==> src/rtl/warmboot_sequencer.sv <==
// Warmboot sequencer for the iCE40 SB_WARMBOOT primitive.
// Accepts an explicit boot request or a no-host timeout, waits for the SPI
// flash bus to be quiet, then drives S1/S0 ahead of BOOT so the device never
// reconfigures during a flash transaction.
module warmboot_sequencer #(
    parameter int unsigned TIMEOUT_CYCLES = 96000000,
    parameter int unsigned IDLE_CYCLES    = 48,
    parameter int unsigned SETUP_CYCLES   = 4,
    parameter logic [1:0]  DEFAULT_IMAGE  = 2'b01,
    parameter int unsigned CNT_W          = 27
) (
    input  logic       clk_48mhz,
    input  logic       reset_n,
    input  logic       boot_req,
    input  logic [1:0] boot_image,
    input  logic       usb_active,
    input  logic       timeout_en,
    input  logic       spi_cs_n,
    output logic       wb_s1,
    output logic       wb_s0,
    output logic       wb_boot,
    output logic       busy
);

    localparam logic [1:0] ST_WAIT  = 2'd0;
    localparam logic [1:0] ST_DRAIN = 2'd1;
    localparam logic [1:0] ST_SETUP = 2'd2;
    localparam logic [1:0] ST_FIRE  = 2'd3;

    localparam logic [CNT_W-1:0] TIMEOUT_LOAD = CNT_W'(TIMEOUT_CYCLES - 1);
    localparam logic [CNT_W-1:0] IDLE_LOAD    = CNT_W'(IDLE_CYCLES - 1);
    localparam logic [CNT_W-1:0] SETUP_LOAD   = CNT_W'(SETUP_CYCLES - 1);
    localparam logic [CNT_W-1:0] CNT_ONE      = CNT_W'(1);

    logic [1:0]       state_q,     state_d;
    logic             host_seen_q, host_seen_d;
    logic [CNT_W-1:0] cnt_q,       cnt_d;
    logic [1:0]       img_q,       img_d;
    logic [1:0]       sel_q,       sel_d;
    logic             boot_q,      boot_d;
    logic             busy_q,      busy_d;

    logic cnt_zero;
    logic host_now;
    logic timer_run;

    assign cnt_zero  = (cnt_q == '0);
    // Host activity in the current cycle already counts, so a usb_active
    // pulse coinciding with expiry wins over the timeout.
    assign host_now  = host_seen_q | usb_active;
    assign timer_run = timeout_en & ~host_now;

    // Next-state logic: one shared down-counter serves timeout, drain and setup.
    always_comb begin
        state_d     = state_q;
        host_seen_d = host_seen_q;
        cnt_d       = cnt_q;
        img_d       = img_q;
        sel_d       = sel_q;
        boot_d      = boot_q;
        busy_d      = busy_q;
        case (state_q)
            ST_WAIT: begin
                host_seen_d = host_now;
                if (timer_run && !cnt_zero) begin
                    cnt_d = cnt_q - CNT_ONE;
                end
                // An explicit request beats a coincident timeout expiry.
                if (boot_req) begin
                    img_d   = boot_image;
                    state_d = ST_DRAIN;
                    cnt_d   = IDLE_LOAD;
                    busy_d  = 1'b1;
                end else if (timer_run && cnt_zero) begin
                    img_d   = DEFAULT_IMAGE;
                    state_d = ST_DRAIN;
                    cnt_d   = IDLE_LOAD;
                    busy_d  = 1'b1;
                end
            end
            ST_DRAIN: begin
                // Any flash activity restarts the quiet window.
                if (!spi_cs_n) begin
                    cnt_d = IDLE_LOAD;
                end else if (cnt_zero) begin
                    state_d = ST_SETUP;
                    cnt_d   = SETUP_LOAD;
                    sel_d   = img_q;
                end else begin
                    cnt_d = cnt_q - CNT_ONE;
                end
            end
            ST_SETUP: begin
                if (cnt_zero) begin
                    state_d = ST_FIRE;
                    boot_d  = 1'b1;
                end else begin
                    cnt_d = cnt_q - CNT_ONE;
                end
            end
            ST_FIRE: begin
                // Terminal: everything holds until reset or reconfiguration.
            end
            default: begin
                state_d = ST_WAIT;
            end
        endcase
    end

    // State and output registers; reset restores the idle image immediately.
    always_ff @(posedge clk_48mhz or negedge reset_n) begin
        if (!reset_n) begin
            state_q     <= ST_WAIT;
            host_seen_q <= 1'b0;
            cnt_q       <= TIMEOUT_LOAD;
            img_q       <= DEFAULT_IMAGE;
            sel_q       <= DEFAULT_IMAGE;
            boot_q      <= 1'b0;
            busy_q      <= 1'b0;
        end else begin
            state_q     <= state_d;
            host_seen_q <= host_seen_d;
            cnt_q       <= cnt_d;
            img_q       <= img_d;
            sel_q       <= sel_d;
            boot_q      <= boot_d;
            busy_q      <= busy_d;
        end
    end

    assign wb_s1   = sel_q[1];
    assign wb_s0   = sel_q[0];
    assign wb_boot = boot_q;
    assign busy    = busy_q;

endmodule
==> config.mk <==
export PLATFORM = sky130hd
export DESIGN_NAME = warmboot_sequencer
export DESIGN_NICKNAME = d
export VERILOG_FILES = /design/src/rtl/warmboot_sequencer.sv
export SDC_FILE = /design/constraint.sdc
export NUM_CORES = 1
export LEC_CHECK = 0
export CELL_PAD_IN_SITES_DETAIL_PLACEMENT = 0
export CELL_PAD_IN_SITES_GLOBAL_PLACEMENT = 2
export CORE_ASPECT_RATIO = 1.75
export CORE_UTILIZATION = 38
export DETAILED_ROUTE_END_ITERATION = 10
export PLACE_DENSITY = 0.86
export REMOVE_ABC_BUFFERS = 1
export SLEW_MARGIN = 15
export SYNTH_ARGS = -nofsm -noshare
export SYNTH_HDL_FRONTEND = slang
export SYNTH_SLANG_ARGS = --single-unit
==> constraint.sdc <==
create_clock -name clk_48mhz -period 2.8 [get_ports clk_48mhz]
set_input_delay 0.28 -clock clk_48mhz [delete_from_list [all_inputs] [get_ports clk_48mhz]]
set_output_delay 0.28 -clock clk_48mhz [all_outputs]
set_load 0.02 [all_outputs]
==> results of run 1 <==
-- worst max path at each step --
stage,startpoint,endpoint,slack (ns),depth (start not counted)
after global routing,cnt_q[0],cnt_q[13],0.08,10
final,state_q[0],cnt_q[25],0.19,8
after floorplan,state_q[0],cnt_q[25],0.25,8
after global placement,state_q[0],cnt_q[25],0.19,8
after detailed placement,state_q[0],cnt_q[25],0.20,8
after CTS,state_q[0],cnt_q[25],0.19,8
-- metrics by stage --
stage	worst slack, ns	instances
after global placement	0.1852	335
after global routing	0.07713	343
after floorplan	0.2550	231
after detailed placement	0.1980	335
after CTS	0.1916	343
final	0.1928	343
-- logic make-up after synthesis --
family | after synthesis
and+or+nand+nor | 101
AOI/OAI and AO/OA | 73
DFF | 36
buffers and inverters | 19
adders and majority gates | 6
muxes | 5
-- flip-flops by register name, indices dropped and copies added, names as in the netlist --
| signal | flops |
|---|---|
| img_q | 2 |
| host_seen_q | 1 |
| cnt_q | 27 |
| busy | 1 |
| state_q | 2 |
| wb_boot | 1 |
| sel_q | 2 |
-- metal layers --
layer / GRT usage / up-vias
met3: 0.03995 / 11
met5: 0 / -
met2: 0.3917 / 38
li1: - / 956
met1: 0.2468 / 973
met4: 0.09967 / 0
-- cell usage in the layout (no fill, tap or decap), types with 4 or more instances in the layout --
cell type and instances:
clkdlybuf4s50_1 10, o31ai_1 5, nand2b_1 5, nor3_1 9, nand3_1 10, buf_4 17, dfrtp_1 14, nor4_1 5
or4_1 6, o21ai_0 18, a22o_1 7, dfstp_2 22, or3_1 4, ha_1 6, clkbuf_8 7, nor2_1 18
nor4_2 4, nand2_1 21, a2bb2oi_1 4, inv_1 10, o21ai_1 9, a21oi_1 6
-- area by class of cell --
type / instances / share of cell area
Timing Repair Buffer: 28 / 0.08794
Multi-Input combinational cell: 185 / 0.4634
Clock buffer: 7 / 0.03641
Inverter: 10 / 0.01418
Tap cell: 76 / 0.03593
Sequential cell: 36 / 0.3508
Clock inverter: 1 / 0.01135
-- synthesized netlist by cell type (all sizes together) (3+ instances only) --
cell type / n / area share
a21oi: 6 / 0.013
inv: 10 / 0.017
mux2: 3 / 0.015
or2: 3 / 0.0084
or4: 7 / 0.025
a22o: 7 / 0.027
nor4: 9 / 0.036
o31ai: 5 / 0.017
nand2b: 5 / 0.014
ha: 6 / 0.033
dfrtp: 14 / 0.16
nand2: 22 / 0.040
clkbuf: 4 / 0.0067
nor2: 18 / 0.030
buf: 5 / 0.017
a22oi: 3 / 0.010
nor3b: 3 / 0.010
a2bb2oi: 4 / 0.016
dfstp: 22 / 0.26
a21o: 3 / 0.010
o21ai: 27 / 0.060
nand3: 11 / 0.027
or3: 4 / 0.011
nor3: 9 / 0.020
-- power by group through the flow --
stage | logic (W) | registers, W | clock network, W
global route | 0.0000974 | 0.000549 | 0.000546
detailed placement | 0.0000881 | 0.000555 | 0
CTS | 0.0000885 | 0.000546 | 0.000533
finish | 0.0000860 | 0.000546 | 0.000521
floorplan | 0.0000459 | 0.000554 | 0
global placement | 0.0000870 | 0.000554 | 0
==> results.py, run 1 <==
metrics = {
    "critical_path": {
        "critical_path_class": "reg -> reg",
        "max_stage_delay_ns": 0.51,
        "r2r_cells": 8,
        "critPathBufInv": 1,
        "r2r_start": "state_q[0]",
        "critPathMaxFanout": 8,
        "setup.worst_path.start_class": "flip-flop",
        "regToRegSetupSlack_ns": 0.19,
        "path_cells": "inv_1 > ha_1 > or4b_1 > or4_4 > o21a_4 > nand3_2 > nor2_1 > a22o_1",
        "cp.arrival_ns": 2.81,
        "reg2reg_to": "cnt_q[25]",
        "critPathSlowestCell": "or4b_1",
        "critPathTopFamily": "simple AND/OR/NAND/NOR gates",
        "cp.required_ns": 3.00,
        "cp-end-kind": "flip-flop",
    },
    "power_and_ir_drop": {
        "cellPowerDensity_nw_per_um2": 435.6,
        "power_frac_seq": 0.474,
        "peakVddDrop_uv": 299.9,
        "power.total_w": 0.001153,
        "internal_power_w": 0.0008885,
        "combPwrFrac": 0.075,
        "switching_share": 0.2292,
        "leakagePower_nw": 1.129,
        "p_clk_frac": 0.452,
        "switchingPower_w": 0.0002642,
    },
    "placed_design": {
        "port_buffers": 11,
        "dp_hpwl_um": 4472,
        "gp_congestion": 0.8178,
        "placed_cell_area_um2": 2520,
    },
    "drt": {
        "dr_total_vias": 1978,
        "wl_met2_um": 3468,
        "firstDrtPassIters": 4,
        "drc": 0,
        "viasPerCell": 5.767,
        "drtIter0Drc": 61,
        "ant_nets": 0,
        "wire_per_inst_um": 17.57,
        "routed_wirelength_um": 6025,
        "wl_met3_um": 145,
        "top_layer": "met4",
        "met1_length_um": 2252,
    },
    "yosys": {
        "synth_compound_area_frac": 0.2219,
        "synth_top_family_by_area": "simple AND/OR/NAND/NOR gates",
        "synth-seq-cells": 36,
        "syn_inst": 240,
        "syn_area_per_cell_um2": 9.353,
        "yosysUniqueCellTypes": 53,
        "synthArstFlopShare": 1.000,
        "synth_top_flop_cell": "dfstp_2",
        "yosys.area_share.adder": 0.03344,
        "synth_edf_count": 0,
        "ys_seq_area_frac": 0.4136,
        "synth_xor_area_frac": 0,
        "syn_area_um2": 2245,
        "synth-simple-area-share": 0.2670,
        "muxShareOfSynthArea": 0.02397,
        "yosysWarnings": 0,
    },
    "clock_tree": {
        "ctsHoldBuffers": 0,
        "clock_sinks": 36,
        "clockRootBuffer": "clkbuf_8",
        "clk_path_buf_depth": 2,
        "htreeDepth": 2,
        "insertion_delay_ns": 0.31,
        "clk_pin_slew_ns": 0.08,
        "postCtsSetupRepairBufs": 0,
        "post_cts_resized": 0,
        "numCtsBuffers": 5,
        "cts_tree": "built",
    },
    "sta": {
        "hold_violations": 0,
        "setup_tns_ns": 0,
        "fmax_mhz": 383.6,
        "grt_setup_unrepaired": "no",
        "fin_crit_ns": 2.607,
        "slew_violations": 0,
        "hold_ws_ns": 0.07062,
        "finalClockSkew_ns": 0.006386,
        "max_slew_margin": 0.4497,
        "setup_violations": 0,
        "worstMarginPinSlew_ns": 0.8255,
        "fin_crit_sh": 0.9311,
    },
    "floorplanning": {
        "die_x_um": 60.10,
        "dieHeight_um": 103.7,
        "io-pin-count": 12,
        "core_area_um2": 5630,
        "dieArea_um2": 6231,
        "initial_utilization": 0.3987,
        "row_count": 36,
    },
    "layout": {
        "antenna_cells": 0,
        "register_area_um2": 928.4,
        "fillCellCount": 578,
        "final_util": 0.4700,
        "drive_gt1_frac": 0.2472,
        "syn_to_final_growth_pct": 17.89,
        "final_area_um2": 2646,
        "num-nets-final": 280,
        "multi_input_area_um2": 1226,
    },
    "grt": {
        "antenna_found_initial": 0,
        "grt_start_max_net_pins": 37,
        "grt_pass1_wl_um": 10270,
        "grt_pass1_vias": 2104,
        "grt_remaining_overflow": 0,
        "gr-usage-all-layers": 0.2231,
    },
    "status": {
        "outcome": "completed",
    },
    "hold_path": {
        "hold_path.class": "in -> async",
    },
    "run": {
        "maxCapViolations": 0,
    },
}
Note: power is estimated with default switching activity, not from simulation.
==> run 2: changes to the inputs <==
--- a/config.mk
+++ b/config.mk
@@ -12,7 +12,7 @@
 export DETAILED_ROUTE_END_ITERATION = 10
 export PLACE_DENSITY = 0.86
 export REMOVE_ABC_BUFFERS = 1
-export SLEW_MARGIN = 15
+export SLEW_MARGIN = 20
 export SYNTH_ARGS = -nofsm -noshare
 export SYNTH_HDL_FRONTEND = slang
 export SYNTH_SLANG_ARGS = --single-unit
==> results of run 2 <==
No change in the layout: final DEF, timing and power equal those of run 1.
